**config.mk**
```make
export PLATFORM = sky130hd
export DESIGN_NAME = hms_time_counter
export DESIGN_NICKNAME = d
export VERILOG_FILES = /design/src/rtl/clock_pkg.sv /design/src/rtl/bcd_mod_counter.sv /design/src/rtl/hms_time_counter.sv
export SDC_FILE = /design/constraint.sdc
export NUM_CORES = 1
export LEC_CHECK = 0
export ABC_CLOCK_PERIOD_IN_PS = 2500
export CORE_MARGIN = 3
export CORE_UTILIZATION = 50
export DETAILED_ROUTE_END_ITERATION = 10
export HOLD_SLACK_MARGIN = 0.06
export PLACE_DENSITY = 0.84
export RECOVER_POWER = 100
export SYNTH_ARGS = -nofsm -noshare
export SYNTH_HDL_FRONTEND = slang
export SYNTH_SLANG_ARGS = --single-unit
```
**constraint.sdc**
```tcl
create_clock -name clk -period 2.5 [get_ports clk]
set_input_delay 0.25 -clock clk [delete_from_list [all_inputs] [get_ports clk]]
set_output_delay 0.25 -clock clk [all_outputs]
set_load 0.1 [all_outputs]
```
**src/rtl/clock_pkg.sv**
```systemverilog
// Shared definitions for the hours/minutes/seconds clock: FSM state encoding,
// field limits and a binary-to-BCD helper used for constant reset values.
package clock_pkg;

    localparam logic [1:0] ST_RUN      = 2'b00;
    localparam logic [1:0] ST_SET_HOUR = 2'b01;
    localparam logic [1:0] ST_SET_MIN  = 2'b10;

    localparam int SEC_MAX  = 59;
    localparam int MIN_MAX  = 59;
    localparam int HOUR_MAX = 23;

    // Two-digit BCD of a small binary value (0-99); tens in [7:4], ones in [3:0].
    function automatic logic [7:0] to_bcd(input int v);
        logic [7:0] r;
        r[7:4] = 4'((v / 10) % 10);
        r[3:0] = 4'(v % 10);
        return r;
    endfunction

endpackage

```
**src/rtl/bcd_mod_counter.sv**
```systemverilog
// Two-digit BCD counter that wraps to 00 after MAX. load has priority over inc;
// carry is a combinational flag marking the increment that wraps the field,
// so an upstream carry can be chained within the same cycle.
module bcd_mod_counter
    import clock_pkg::*;
#(
    parameter int MAX = 59
) (
    input  logic       clk,
    input  logic       inc,
    input  logic       load,
    input  logic [7:0] load_value,
    output logic [7:0] value,
    output logic       carry
);

    localparam logic [7:0] MAX_BCD = to_bcd(MAX);

    logic at_max;

    assign at_max = (value == MAX_BCD);
    assign carry  = inc && at_max && !load;

    // Load, else wrap at MAX, else BCD increment with ones-to-tens carry.
    always_ff @(posedge clk) begin
        if (load) begin
            value <= load_value;
        end else if (inc) begin
            if (at_max) begin
                value <= 8'h00;
            end else if (value[3:0] == 4'd9) begin
                value <= {value[7:4] + 4'd1, 4'd0};
            end else begin
                value <= {value[7:4], value[3:0] + 4'd1};
            end
        end
    end

endmodule

```
**src/rtl/hms_time_counter.sv**
```systemverilog
// Time-of-day counter (HH:MM:SS, BCD) with a three-state set FSM:
// RUN counts seconds on tick; SET_HOUR / SET_MIN let inc_btn step one field
// without carrying. Leaving SET_MIN clears seconds. Reset is synchronous and
// reloads the counters through their load path.
module hms_time_counter
    import clock_pkg::*;
#(
    parameter int RESET_HOUR = 0,
    parameter int RESET_MIN  = 0
) (
    input  logic       clk,
    input  logic       reset,
    input  logic       tick,
    input  logic       mode_btn,
    input  logic       inc_btn,
    output logic [7:0] hour_bcd,
    output logic [7:0] min_bcd,
    output logic [7:0] sec_bcd,
    output logic [1:0] set_state,
    output logic       day_wrap
);

    localparam logic [7:0] RESET_HOUR_BCD = to_bcd(RESET_HOUR);
    localparam logic [7:0] RESET_MIN_BCD  = to_bcd(RESET_MIN);

    logic [1:0] state;
    logic       in_run;
    logic       in_set_hour;
    logic       in_set_min;
    logic       inc_eff;
    logic       sec_inc;
    logic       sec_load;
    logic       sec_carry;
    logic       min_inc;
    logic       min_carry;
    logic       hour_inc;
    logic       hour_carry;

    assign in_run      = (state == ST_RUN);
    assign in_set_hour = (state == ST_SET_HOUR);
    assign in_set_min  = (state == ST_SET_MIN);

    // mode_btn wins over a simultaneous inc_btn.
    assign inc_eff  = inc_btn && !mode_btn;

    assign sec_inc  = in_run && tick;
    assign sec_load = reset || (in_set_min && mode_btn);

    // Run-mode carries chain combinationally so all fields update on one edge;
    // set-mode increments never feed a carry onward.
    assign min_inc  = (sec_inc && sec_carry) || (in_set_min && inc_eff);
    assign hour_inc = (sec_inc && sec_carry && min_carry) || (in_set_hour && inc_eff);

    bcd_mod_counter #(.MAX(SEC_MAX)) u_sec (
        .clk        (clk),
        .inc        (sec_inc),
        .load       (sec_load),
        .load_value (8'h00),
        .value      (sec_bcd),
        .carry      (sec_carry)
    );

    bcd_mod_counter #(.MAX(MIN_MAX)) u_min (
        .clk        (clk),
        .inc        (min_inc),
        .load       (reset),
        .load_value (RESET_MIN_BCD),
        .value      (min_bcd),
        .carry      (min_carry)
    );

    bcd_mod_counter #(.MAX(HOUR_MAX)) u_hour (
        .clk        (clk),
        .inc        (hour_inc),
        .load       (reset),
        .load_value (RESET_HOUR_BCD),
        .value      (hour_bcd),
        .carry      (hour_carry)
    );

    // Mode FSM: RUN -> SET_HOUR -> SET_MIN -> RUN on each mode_btn pulse.
    always_ff @(posedge clk) begin
        if (reset) begin
            state <= ST_RUN;
        end else if (mode_btn) begin
            case (state)
                ST_RUN:      state <= ST_SET_HOUR;
                ST_SET_HOUR: state <= ST_SET_MIN;
                default:     state <= ST_RUN;
            endcase
        end
    end

    assign set_state = state;

    // One-cycle flag aligned with the 00:00:00 that follows 23:59:59.
    always_ff @(posedge clk) begin
        if (reset) begin
            day_wrap <= 1'b0;
        end else begin
            day_wrap <= sec_inc && hour_carry;
        end
    end

endmodule

```
==> qor.txt <==
SYNTHESIS
--------------------------------------------------------------------------------
Number of synthesized flops with an enable pin ....................            0
Total standard cell area after synthesis ..........................    1450 um^2
Number of distinct library cells after synthesis ..................           38
Yosys warns .......................................................            0
Portion of the post-synthesis area used by sequential elements ....        37.3%
Average cell area after synthesis .................................    8.67 um^2
Synth Register Bits ...............................................           27
Number of cells produced by synthesis .............................          167
Most frequently used flop master after synthesis .................. sky130_fd_sc_hd__dfxtp_1
Async set-reset flop share out of synthesis .......................           0%
Post-synthesis net count ..........................................          184

DETAILED ROUTING
--------------------------------------------------------------------------------
Iteration-0 DRC Markers ...........................................           91
Antenna viol nets, final ..........................................            0
Total routed wirelength ...........................................      3250 um
Vias ..............................................................         1384
Via-per-instance ratio ............................................         5.94
DR DRC count ......................................................            0
1st-pass router iterations ........................................            4
Routed WL per cell ................................................      13.9 um

POWER AND IR DROP
--------------------------------------------------------------------------------
IR Drop Worst-Case VDD ............................................     0.435 mV
Lkg Pwr ...........................................................     0.563 nW
Areal power density over the cells ................................  464 nW/um^2

CRITICAL PATH
--------------------------------------------------------------------------------
Crit Reg-Reg Startpoint ........................................... set_state[0]
Critical path data arrival time ...................................      2460 ps
Endpoint of the worst-slack reg-to-reg timing path ................ u_hour.value[2]
Worst endpoint required time ......................................      2780 ps
Critical Path Start Type ..........................................         flop
Endpoint type of the worst setup path .............................         flop
Reg-to-reg slack, setup ...........................................       320 ps
Largest driver fanout on the critical path ........................            8
Critical path class ............................................... flop to flop
Number of cell instances on the worst register-to-register path ...            4

CLOCKING
--------------------------------------------------------------------------------
Clock buffer depth ................................................            2
CTS Root Buffer Type .............................................. sky130_fd_sc_hd__clkbuf_4
Post-cts sizing count .............................................            0
Number of clock sinks .............................................           27
Post-CTS repair timing setup buffer count .........................            0
Hold buffer count at CTS ..........................................            0
Clock tree from TritonCTS .........................................        built
Clock latency on the worst-skew pair ..............................       330 ps
Clk pin slew, worst setup/hold paths ..............................       150 ps
TritonCTS Buffers .................................................            3
CTS HTree Levels ..................................................            1

GLOBAL ROUTE
--------------------------------------------------------------------------------
Number of antenna violations at the first check in global routing .            0
Met3 usage in global routing ......................................        4.75%
Number of global-route vias before repair .........................         1290
Busiest grt layer .................................................         met2
Pin count of the biggest net entering global routing ..............           15
Global-route congestion overflow total ............................            0
Overall global routing resource usage .............................        19.8%
Met2 routing resource usage after global routing ..................        32.6%
First-pass GRT wire length ........................................      5590 um
Met1 Usage GRT ....................................................        26.1%

PLACEMENT
--------------------------------------------------------------------------------
Post-place setup slack ............................................       120 ps
Placed instance area ..............................................    1740 um^2
Input/output buffers ..............................................           31
Final RePlAce weighted congestion .................................        0.783
Half-perimeter wire length after detailed placement ...............      2450 um

FLOORPLAN
--------------------------------------------------------------------------------
Placement Rows ....................................................           18
Effective utilization at floorplan ................................        55.4%
Total die area ....................................................    3580 um^2
X dimension of the die ............................................      59.8 um
Die height ........................................................      59.8 um
Core box area .....................................................    2610 um^2
Number of placed I/O pins .........................................           32

TIMING
--------------------------------------------------------------------------------
Setup total negative slack ........................................         0 ps
Final Slew Violations .............................................            0
Post-layout min period ............................................      2180 ps
Worst Slack Setup Final ...........................................       320 ps
Worst slew margin relative to its limit ...........................        20.4%
Final setup skew ..................................................      12.2 ps
Actual slew at the worst max-slew pin .............................      1200 ps
Final setup violation count .......................................            0
Maximum clock frequency ...........................................    0.459 GHz
Final hold violations .............................................            0
Unrepaired setup endpoints after global routing ...................           no
Period utilization ................................................        87.2%

FINAL LAYOUT
--------------------------------------------------------------------------------
Number of diodes added for antenna fixing .........................            0
Final nets ........................................................          221
Fraction of layout cells with a size suffix above 1 ...............        5.91%
Synthesis-to-layout area growth ...................................        14.5%
Post-route cell area ..............................................    1660 um^2

STATUS
--------------------------------------------------------------------------------
Run status ........................................................    completed

WORST HOLD PATH
--------------------------------------------------------------------------------
Hold path startpoint .............................................. u_sec.value[7]
WHS Endpoint ...................................................... u_sec.value[7]
Path type of the worst min-delay path ............................. flop to flop
Hold Path Stages ..................................................            2

FLOW RUN
--------------------------------------------------------------------------------
Max-capacitance violation count ...................................            0

-- layout make-up --
cell class / instances / area (um^2)
Multi-Input combinational cell: 127 / 846
Timing Repair Buffer: 35 / 168
Inverter: 10 / 37.5
Fill cell: 267 / 955
Sequential cell: 27 / 543
Tap cell: 30 / 37.5
Clock buffer: 4 / 26.3
-- registers in the layout, summed over array words and instances (netlist names) --
signal	flops
u_sec.value	8
set_state	2
u_hour.value	8
day_wrap	1
u_min.value	8
-- synthesized netlist by cell type, types with 2 or more instances --
cell type                  number  share of area (%)
sky130_fd_sc_hd__a211oi_1       3                1.6
sky130_fd_sc_hd__a21oi_1       16                5.5
sky130_fd_sc_hd__a31o_2         2                1.2
sky130_fd_sc_hd__and3b_1        3                1.8
sky130_fd_sc_hd__dfxtp_1       27                 37
sky130_fd_sc_hd__ha_1          12                 10
sky130_fd_sc_hd__inv_1         10                2.6
sky130_fd_sc_hd__mux2i_1        3                2.1
sky130_fd_sc_hd__nand2_1        8                2.1
sky130_fd_sc_hd__nand2b_1       3                1.3
sky130_fd_sc_hd__nand3_1        5                1.7
sky130_fd_sc_hd__nand3b_1       4                2.1
sky130_fd_sc_hd__nand4_1        2               0.86
sky130_fd_sc_hd__nand4b_1       2                1.2
sky130_fd_sc_hd__nor2_1        18                4.7
sky130_fd_sc_hd__nor3_1         5                1.7
sky130_fd_sc_hd__nor3b_1        2                1.0
sky130_fd_sc_hd__o21ai_0       13                4.5
sky130_fd_sc_hd__o41ai_1        3                1.8
sky130_fd_sc_hd__or3_1          3                1.3
sky130_fd_sc_hd__or4_1          5                2.6
sky130_fd_sc_hd__xor2_1         2                1.2
-- per-stage QoR --
stage | instances | util (%) | power [mW] | hold WS, ps
2_1_floorplan | 167 | - | 0.558 | 402
6_report | 233 | 63.5 | 0.769 | 509
5_1_grt | 233 | 63.5 | 0.798 | 543
4_1_cts | 233 | 67.7 | 0.785 | 517
3_3_place_gp | 229 | 66.7 | 0.588 | 486
3_5_place_dp | 229 | 66.7 | 0.593 | 498
-- routing by layer --
layer | wire length, um | vias to the layer above
met5 | 0 | -
met4 | 19 | 0
met3 | 177 | 4
met2 | 1480 | 41
met1 | 1580 | 656
li1 | - | 683
-- power breakdown --
part / switching (mW) / internal, mW / total, mW
Clock: 0.131 / 0.0626 / 0.194
Combinational: 0.0925 / 0.0301 / 0.123
Sequential: 0.0137 / 0.439 / 0.453
Total: 0.237 / 0.532 / 0.769
-- critical path: stages (launching register included) --
cell and delay, ps:
sky130_fd_sc_hd__dfxtp_1 510, sky130_fd_sc_hd__nor4bb_1 690, sky130_fd_sc_hd__a21oi_1 280, sky130_fd_sc_hd__or4_1 530
sky130_fd_sc_hd__a21oi_1 120
-- cells in the final DEF (no fill, tap or decap), drive strengths merged, types with 4 or more instances in the layout --
cell type      synthesis  routed
nor2                  18      18
clkbuf                 1      32
nand2                  8       8
o21ai                 14      14
or4                    5       5
clkdlybuf4s50          0       4
dfxtp                 27      27
nor3                   5       5
a21oi                 16      16
nand3                  6       6
inv                   10      10
ha                    12      12
nand3b                 4       4
-- worst max-delay path by stage --
stage,startpoint,end,slack [ps],cells after the start
floorplan,set_state[0],u_hour.value[2],10,5
global placement,mode_btn,u_min.value[3],290,6
detailed placement,mode_btn,u_hour.value[2],120,5
CTS,set_state[0],u_hour.value[2],330,4
global route,set_state[0],u_hour.value[2],190,4
finish,set_state[0],u_hour.value[2],320,4
-- kinds of logic (layout without fill, tap and decap cells) --
| logic type | after synthesis | in the layout | synth area share, % |
|---|---|---|---|
| AND/OR/NAND/NOR | 66 | 66 | 26.5 |
| AO/OA/AOI/OAI | 43 | 43 | 18.0 |
| flip-flops | 27 | 27 | 37.3 |
| buffers and inverters | 13 | 49 | 3.89 |
| adder cells (fa/ha/maj) | 12 | 12 | 10.4 |
| XOR/XNOR | 3 | 3 | 1.82 |
| multiplexers | 3 | 3 | 2.07 |
No activity file was read; power rests on OpenSTA's default activity.
